<file path="src/rtl/screen_pkg.sv">
// Shared screen geometry, clear-mode encodings and write-controller FSM states.
package screen_pkg;
  localparam int COLS = 80;
  localparam int ROWS = 24;
  localparam int FIFO_DEPTH = 4;

  localparam logic [1:0] CLR_EOL  = 2'd0;
  localparam logic [1:0] CLR_EOS  = 2'd1;
  localparam logic [1:0] CLR_LINE = 2'd2;
  localparam logic [1:0] CLR_RSVD = 2'd3;

  typedef enum logic [1:0] {ST_INIT, ST_IDLE, ST_CHAR, ST_CLR} state_t;

  typedef struct packed {
    logic [6:0] x;
    logic [4:0] row;
    logic [7:0] data;
  } char_req_t;

  function automatic logic [6:0] clamp_x(input logic [6:0] x, input int cols);
    return (int'(x) > cols - 1) ? 7'(cols - 1) : x;
  endfunction
endpackage

</file>
<file path="src/rtl/screen_addr.sv">
// Combinational (row, x) -> linear screen RAM address; also used by the video read path.
module screen_addr #(
  parameter int COLS = 80
) (
  input  logic [6:0]  x,
  input  logic [4:0]  row,
  output logic [10:0] addr
);
  generate
    if (COLS == 80) begin : g_shift
      // row*80 as row*64 + row*16 keeps this to two adders
      assign addr = {row, 6'd0} + {2'b00, row, 4'd0} + {4'd0, x};
    end else begin : g_mul
      assign addr = 11'(int'(row) * COLS + int'(x));
    end
  endgenerate
endmodule

</file>
<file path="src/rtl/screen_writer.sv">
// Write-port controller for the screen RAM: power-up clear, char writes, erase engine.
// Define SCREEN_WRITER_FIFO_EN to put a 4-entry character FIFO in front of the writer.
module screen_writer import screen_pkg::*; #(
  parameter int COLS = screen_pkg::COLS,
  parameter int ROWS = screen_pkg::ROWS
) (
  input  logic        clk,
  input  logic        reset_n,
  input  logic        char_valid,
  output logic        char_ready,
  input  logic [6:0]  char_x,
  input  logic [4:0]  char_row,
  input  logic [7:0]  char_data,
  input  logic        clr_valid,
  output logic        clr_ready,
  input  logic [1:0]  clr_mode,
  input  logic [6:0]  clr_x,
  input  logic [4:0]  clr_row,
  input  logic [4:0]  topline,
  output logic [10:0] mem_addr,
  output logic [7:0]  mem_wdata,
  output logic        mem_we,
  output logic        busy
);
  localparam logic [6:0] COL_MAX = 7'(COLS - 1);
  localparam logic [4:0] ROW_MAX = 5'(ROWS - 1);

  state_t      state;
  logic [6:0]  cur_x, step_x, sel_x;
  logic [4:0]  cur_row, step_row, sel_row, nxt_row, top;
  logic [1:0]  mode;
  logic [7:0]  sel_data;
  logic [10:0] sel_addr;
  logic        last_col, last_cell, clr_go, char_go, pop;
  char_req_t   head;

  assign busy    = (state != ST_IDLE);
  assign clr_go  = clr_valid && clr_ready;
  assign char_go = char_valid && char_ready;

`ifdef SCREEN_WRITER_FIFO_EN
  char_req_t  fifo [FIFO_DEPTH];
  logic [1:0] wr_ptr, rd_ptr;
  logic [2:0] count;

  assign pop        = (state == ST_IDLE) && (count != 3'd0);
  assign clr_ready  = (state == ST_IDLE) && (count == 3'd0);
  assign char_ready = (state != ST_INIT) && (count != 3'(FIFO_DEPTH));
  assign head       = fifo[rd_ptr];

  always_ff @(posedge clk) begin
    if (char_go) fifo[wr_ptr] <= '{x: char_x, row: char_row, data: char_data};
  end

  always_ff @(posedge clk or negedge reset_n) begin
    if (!reset_n) begin
      wr_ptr <= 2'd0;
      rd_ptr <= 2'd0;
      count  <= 3'd0;
    end else begin
      if (char_go) wr_ptr <= wr_ptr + 2'd1;
      if (pop)     rd_ptr <= rd_ptr + 2'd1;
      count <= count + {2'b00, char_go} - {2'b00, pop};
    end
  end
`else
  assign pop        = 1'b0;
  assign clr_ready  = (state == ST_IDLE);
  assign char_ready = (state == ST_IDLE) && !clr_valid;
  assign head       = '0;
`endif

  // Next cell to write: either a fresh request or one step along the current sweep.
  always_comb begin
    last_col  = (cur_x == COL_MAX);
    nxt_row   = (cur_row == ROW_MAX) ? 5'd0 : cur_row + 5'd1;
    step_x    = last_col ? 7'd0 : cur_x + 7'd1;
    step_row  = last_col ? nxt_row : cur_row;
    last_cell = last_col && ((state == ST_INIT) ? (cur_row == ROW_MAX)
                                                : (mode != CLR_EOS || nxt_row == top));
    sel_x     = step_x;
    sel_row   = step_row;
    sel_data  = 8'd0;
    if (state == ST_INIT && !mem_we) begin
      sel_x   = cur_x;
      sel_row = cur_row;
    end else if (state == ST_IDLE) begin
      if (pop) begin
        sel_x    = clamp_x(head.x, COLS);
        sel_row  = head.row;
        sel_data = head.data;
      end else if (clr_go) begin
        sel_x   = (clr_mode == CLR_LINE) ? 7'd0 : clamp_x(clr_x, COLS);
        sel_row = clr_row;
      end else begin
        sel_x    = clamp_x(char_x, COLS);
        sel_row  = char_row;
        sel_data = char_data;
      end
    end
  end

  screen_addr #(.COLS(COLS)) u_addr (
    .x   (sel_x),
    .row (sel_row),
    .addr(sel_addr)
  );

  always_ff @(posedge clk or negedge reset_n) begin
    if (!reset_n) begin
      state     <= ST_INIT;
      cur_x     <= 7'd0;
      cur_row   <= 5'd0;
      mode      <= CLR_EOL;
      top       <= 5'd0;
      mem_we    <= 1'b0;
      mem_addr  <= 11'd0;
      mem_wdata <= 8'd0;
    end else begin
      case (state)
        ST_INIT: begin
          // mem_we low here only on the very first INIT cycle after reset
          mem_we    <= 1'b1;
          mem_addr  <= sel_addr;
          mem_wdata <= 8'd0;
          if (mem_we) begin
            if (last_cell) begin
              state  <= ST_IDLE;
              mem_we <= 1'b0;
            end else begin
              cur_x   <= step_x;
              cur_row <= step_row;
            end
          end
        end
        ST_IDLE: begin
          mem_we <= 1'b0;
          if (pop) begin
            mem_we    <= (sel_row <= ROW_MAX);
            mem_addr  <= sel_addr;
            mem_wdata <= sel_data;
          end else if (clr_go) begin
            mode    <= clr_mode;
            top     <= topline;
            cur_x   <= sel_x;
            cur_row <= sel_row;
            if (clr_row <= ROW_MAX && clr_mode != CLR_RSVD) begin
              state     <= ST_CLR;
              mem_we    <= 1'b1;
              mem_addr  <= sel_addr;
              mem_wdata <= 8'd0;
            end
          end
`ifndef SCREEN_WRITER_FIFO_EN
          else if (char_go) begin
            state     <= ST_CHAR;
            mem_we    <= (char_row <= ROW_MAX);
            mem_addr  <= sel_addr;
            mem_wdata <= sel_data;
          end
`endif
        end
        ST_CHAR: begin
          mem_we <= 1'b0;
          state  <= ST_IDLE;
        end
        ST_CLR: begin
          if (last_cell) begin
            state  <= ST_IDLE;
            mem_we <= 1'b0;
          end else begin
            cur_x     <= step_x;
            cur_row   <= step_row;
            mem_we    <= 1'b1;
            mem_addr  <= sel_addr;
            mem_wdata <= 8'd0;
          end
        end
        default: state <= ST_INIT;
      endcase
    end
  end
endmodule

</file>
<file path="config.mk">
export PLATFORM = sky130hd
export DESIGN_NAME = screen_writer
export DESIGN_NICKNAME = d
export VERILOG_FILES = /design/src/rtl/screen_pkg.sv /design/src/rtl/screen_addr.sv /design/src/rtl/screen_writer.sv
export SDC_FILE = /design/constraint.sdc
export NUM_CORES = 1
export LEC_CHECK = 0
export CAP_MARGIN = 5
export CORE_UTILIZATION = 35
export CTS_CLUSTER_SIZE = 40
export DETAILED_ROUTE_END_ITERATION = 10
export GPL_TIMING_DRIVEN = 0
export SYNTH_ARGS = -nofsm -noshare
export SYNTH_HDL_FRONTEND = slang
export SYNTH_SLANG_ARGS = --single-unit
</file>
<file path="constraint.sdc">
create_clock -name clk -period 4.8 [get_ports clk]
set_input_delay 0.96 -clock clk [delete_from_list [all_inputs] [get_ports clk]]
set_output_delay 0.96 -clock clk [all_outputs]
set_load 0.005 [all_outputs]
</file>
==> summary.txt <==
Outcome
  • Status: finished, final reports clean

GRT
  • GRT Overall Usage: 0.1711
  • Largest net degree at the start of global routing: 27
  • Global route overflow: 0
  • Global-route wire length before repair: 11.41 mm
  • Vias in the first global route: roughly 2,400
  • Initial antenna violation count: 0

Route
  • Number of remaining DRC errors: 0
  • Wirelength, routed: 6.816 mm
  • Vias/cell: approximately 5.2
  • DR vias: 2,446
  • DR iter-0 viols: roughly 140
  • Drt pass-1 iters: 4
  • Routed Antenna Nets: 0
  • WL/cell: 14.41 um

Floorplanning
  • Die Span X: 91.23 um
  • Starting Density: 0.3606
  • Ports: 66
  • Die H: 91.23 um
  • Core Box Area: between 7000 and 8000 um^2
  • Row cnt: 32
  • Die footprint: around 8300 um^2

Clock tree
  • CTS tree: done
  • Worst-Skew Late Latency: 0.29 ns
  • Num CTS Buffers: 5
  • H-tree Lvls: 2
  • Sink Count: 41
  • Clock-pin slew on the worst setup and hold paths: 0.08 ns
  • Clock Path Buffers: 2
  • Root Driver: clkbuf_8

STA
  • Unrepaired setup endpoints after global routing: false
  • F_max: 233.2 MHz
  • Setup TNS: 0 ns
  • Slew @ Worst Pin: 1.078 ns
  • Final-report max-slew violation count: 0
  • Worst setup margin: 0.5120 ns
  • Rel. slew slack: 0.2816
  • Worst clock skew: 0.004817 ns
  • Final period utilization: 0.8933
  • Min cycle time layout: about 4.3 ns
  • Setup violations, final: 0
  • Final hold vios: 0

Finish
  • Growth of design area from synthesis to finish: 33.09%
  • Layout net count: between 400 and 500
  • N_diodes: 0
  • Layout cells sized above 1: 0.1105

Worst setup path
  • Critical Path, Cell by Cell: clkbuf_1, nor2b_1, clkbuf_1, inv_1, clkbuf_1, clkbuf_1, a31oi_1, mux2i_1, fa_1, inv_1, ha_1, a21o_1, a21oi_1, o21bai_1, a21oi_1, xnor2_1, mux2_2
  • R2R depth: 17
  • Slowest CP cell: clkbuf_1
  • R2r setup slk: around 0.51 ns
  • CP Data Arrival Time: 4.47 ns
  • Critical Path Sink Type: flop
  • Worst path bufs/invs: 6
  • Critical Path RT: 4.98 ns
  • Setup CP Type: flop to flop
  • Crit path top cell by count: clkbuf_1
  • Crit Path Max Fanout: 10
  • Worst setup SP type: flop
  • Reg2Reg Launch Point: state[0]
  • CP top delay family: buffers and inverters
  • Max incr delay on CP: roughly 0.45 ns
  • Reg-to-reg endpoint: mem_addr[10]

Placed design
  • PortBufs: 64
  • Post-DP HPWL: 5.200 mm
  • RD Place Congestion: 0.8528
  • DP Worst Slack: 0.2962 ns

Synthesis
  • Post-synth EDFFs: 0
  • Synth warnings: 0
  • Syn_nets: around 350
  • Syn avg cell area: between 9 and 10 um^2
  • Netlist cell types: 46
  • Largest cells by area after synthesis: dfrtp_1, mux2_2, mux2i_1, ha_1, nand2_1
  • Most used flip-flop cell after synthesis: dfrtp_1
  • Synthesized flop and latch total: 41
  • Share of Yosys cell area claimed by the top area cell type: 0.3682
  • Ys async rst share: 1.000
  • Synthesized instance count: ~300
  • Post-synthesis sequential area ratio: 0.3682
  • Area leader, netlist: dfrtp_1
  • Netlist Area Pre-Place: roughly 2800 um^2

Min path
  • Worst hold path stage count: 1
  • HP Class: flop to flop
  • Worst Hold End: mem_addr[3]
  • HP Start: mem_addr[3]

Power
  • PwrDens: 686.2 nW/um^2
  • Leak: 1.540 nW
  • Worst VDD drop: 0.0002742 V

Flow run
  • Max-cap violations: 0
## power breakdown
| part | switching, W | internal [W] |
|---|---|---|
| clock network | 0.000123 | 0.000207 |
| logic | 0.000718 | 0.000864 |
| registers | 0.000123 | 0.000511 |
| total | 0.000963 | 0.00158 |
## cells by family after synthesis
| family | after synthesis | share of synthesized area |
|---|---|---|
| AO/OA/AOI/OAI | 67 | 0.1567 |
| XOR/XNOR | 12 | 0.03772 |
| adder cells (fa/ha/maj) | 13 | 0.06376 |
| buffers and inverters | 33 | 0.05164 |
| flip-flops | 41 | 0.3682 |
| multiplexers | 43 | 0.1670 |
| AND/OR/NAND/NOR | 89 | 0.1549 |
## Yosys cell counts, drive strengths merged, types with 4 or more instances
master and n:
nand3 8, xor2 5, nand2 33, dfrtp 41, nor2b 8, o21ai 13
inv 18, nor2 19, nor3 5, clkbuf 12, xnor2 7, a21oi 22
mux2i 18, a211oi 4, a31oi 6, nand2b 5, ha 11, mux2 25
## sequential cells by signal (all words and copies together), names as in the netlist
signal / count
cur_row: 5
cur_x: 7
mem_addr: 11
mem_wdata: 8
mem_we: 1
mode: 2
state: 2
top: 5
## through the flow
| step | total power [W] | hold WS, ns | util | instances | cell area (um^2) |
|---|---|---|---|---|---|
| after floorplan | 0.001812 | 0.4794 | - | 298 | 2786 |
| after global placement | 0.002209 | 0.4884 | 0.4600 | 464 | 3555 |
| after detailed placement | 0.002235 | 0.4948 | 0.4619 | 465 | 3570 |
| after CTS | 0.002577 | 0.5140 | 0.4793 | 473 | 3704 |
| after global routing | 0.002823 | 0.5293 | 0.4799 | 473 | 3709 |
| final | 0.002545 | 0.5103 | 0.4799 | 473 | 3709 |
## what timing repair did
action                     CTS  global route
setup buffers                0             0
hold buffers                 0             0
resized for setup            0             1
setup endpoints to repair    0             1
## area by class of cell
type | count | area (um^2)
buffer | 15 | 76.32
clock buffer | 5 | 68.82
clock inverter | 3 | 65.06
fill | 740 | 4019
inverter | 18 | 67.56
multi-input combinational | 224 | 1622
sequential | 41 | 1026
tap | 102 | 127.6
timing repair buffer | 65 | 655.6
## per-layer routing
metal,share of wire,vias to the layer above,GRT usage
met5,0,-,0
met4,0.016,0,0.04894
met3,0.060,9,0.03266
met2,0.45,76,0.2771
met1,0.48,1164,0.2321
li1,-,1197,-
## cell usage in the layout (no fill, tap or decap), types with 2 or more instances in the layout
| cell type | n |
|---|---|
| a211oi_1 | 4 |
| a21oi_1 | 22 |
| a22oi_1 | 2 |
| a31oi_1 | 5 |
| buf_12 | 2 |
| bufinv_16 | 2 |
| clkbuf_1 | 12 |
| clkbuf_8 | 5 |
| clkdlybuf4s50_1 | 63 |
| dfrtp_1 | 41 |
| fa_1 | 2 |
| ha_1 | 11 |
| inv_1 | 18 |
| mux2_2 | 24 |
| mux2i_1 | 18 |
| nand2_1 | 33 |
| nand2b_1 | 5 |
| nand3_1 | 8 |
| nand3b_1 | 2 |
| nor2_1 | 19 |
| nor2b_1 | 8 |
| nor3_1 | 4 |
| nor3b_1 | 2 |
| o21a_1 | 3 |
| o21ai_0 | 13 |
| o22ai_1 | 3 |
| o311a_1 | 2 |
| o311ai_0 | 2 |
| or3_1 | 3 |
| xnor2_1 | 7 |
| xor2_1 | 5 |
## worst max path at each step
stage	start	to	cells past startpoint
detailed placement	cur_x[0]	mem_addr[10]	16
CTS	cur_x[0]	mem_addr[10]	16
global placement	clr_valid	mem_addr[10]	16
finish	state[0]	mem_addr[10]	17
global route	state[0]	mem_addr[10]	17
floorplan	clr_valid	mem_addr[10]	16
Power figures use the tool's default switching activity.
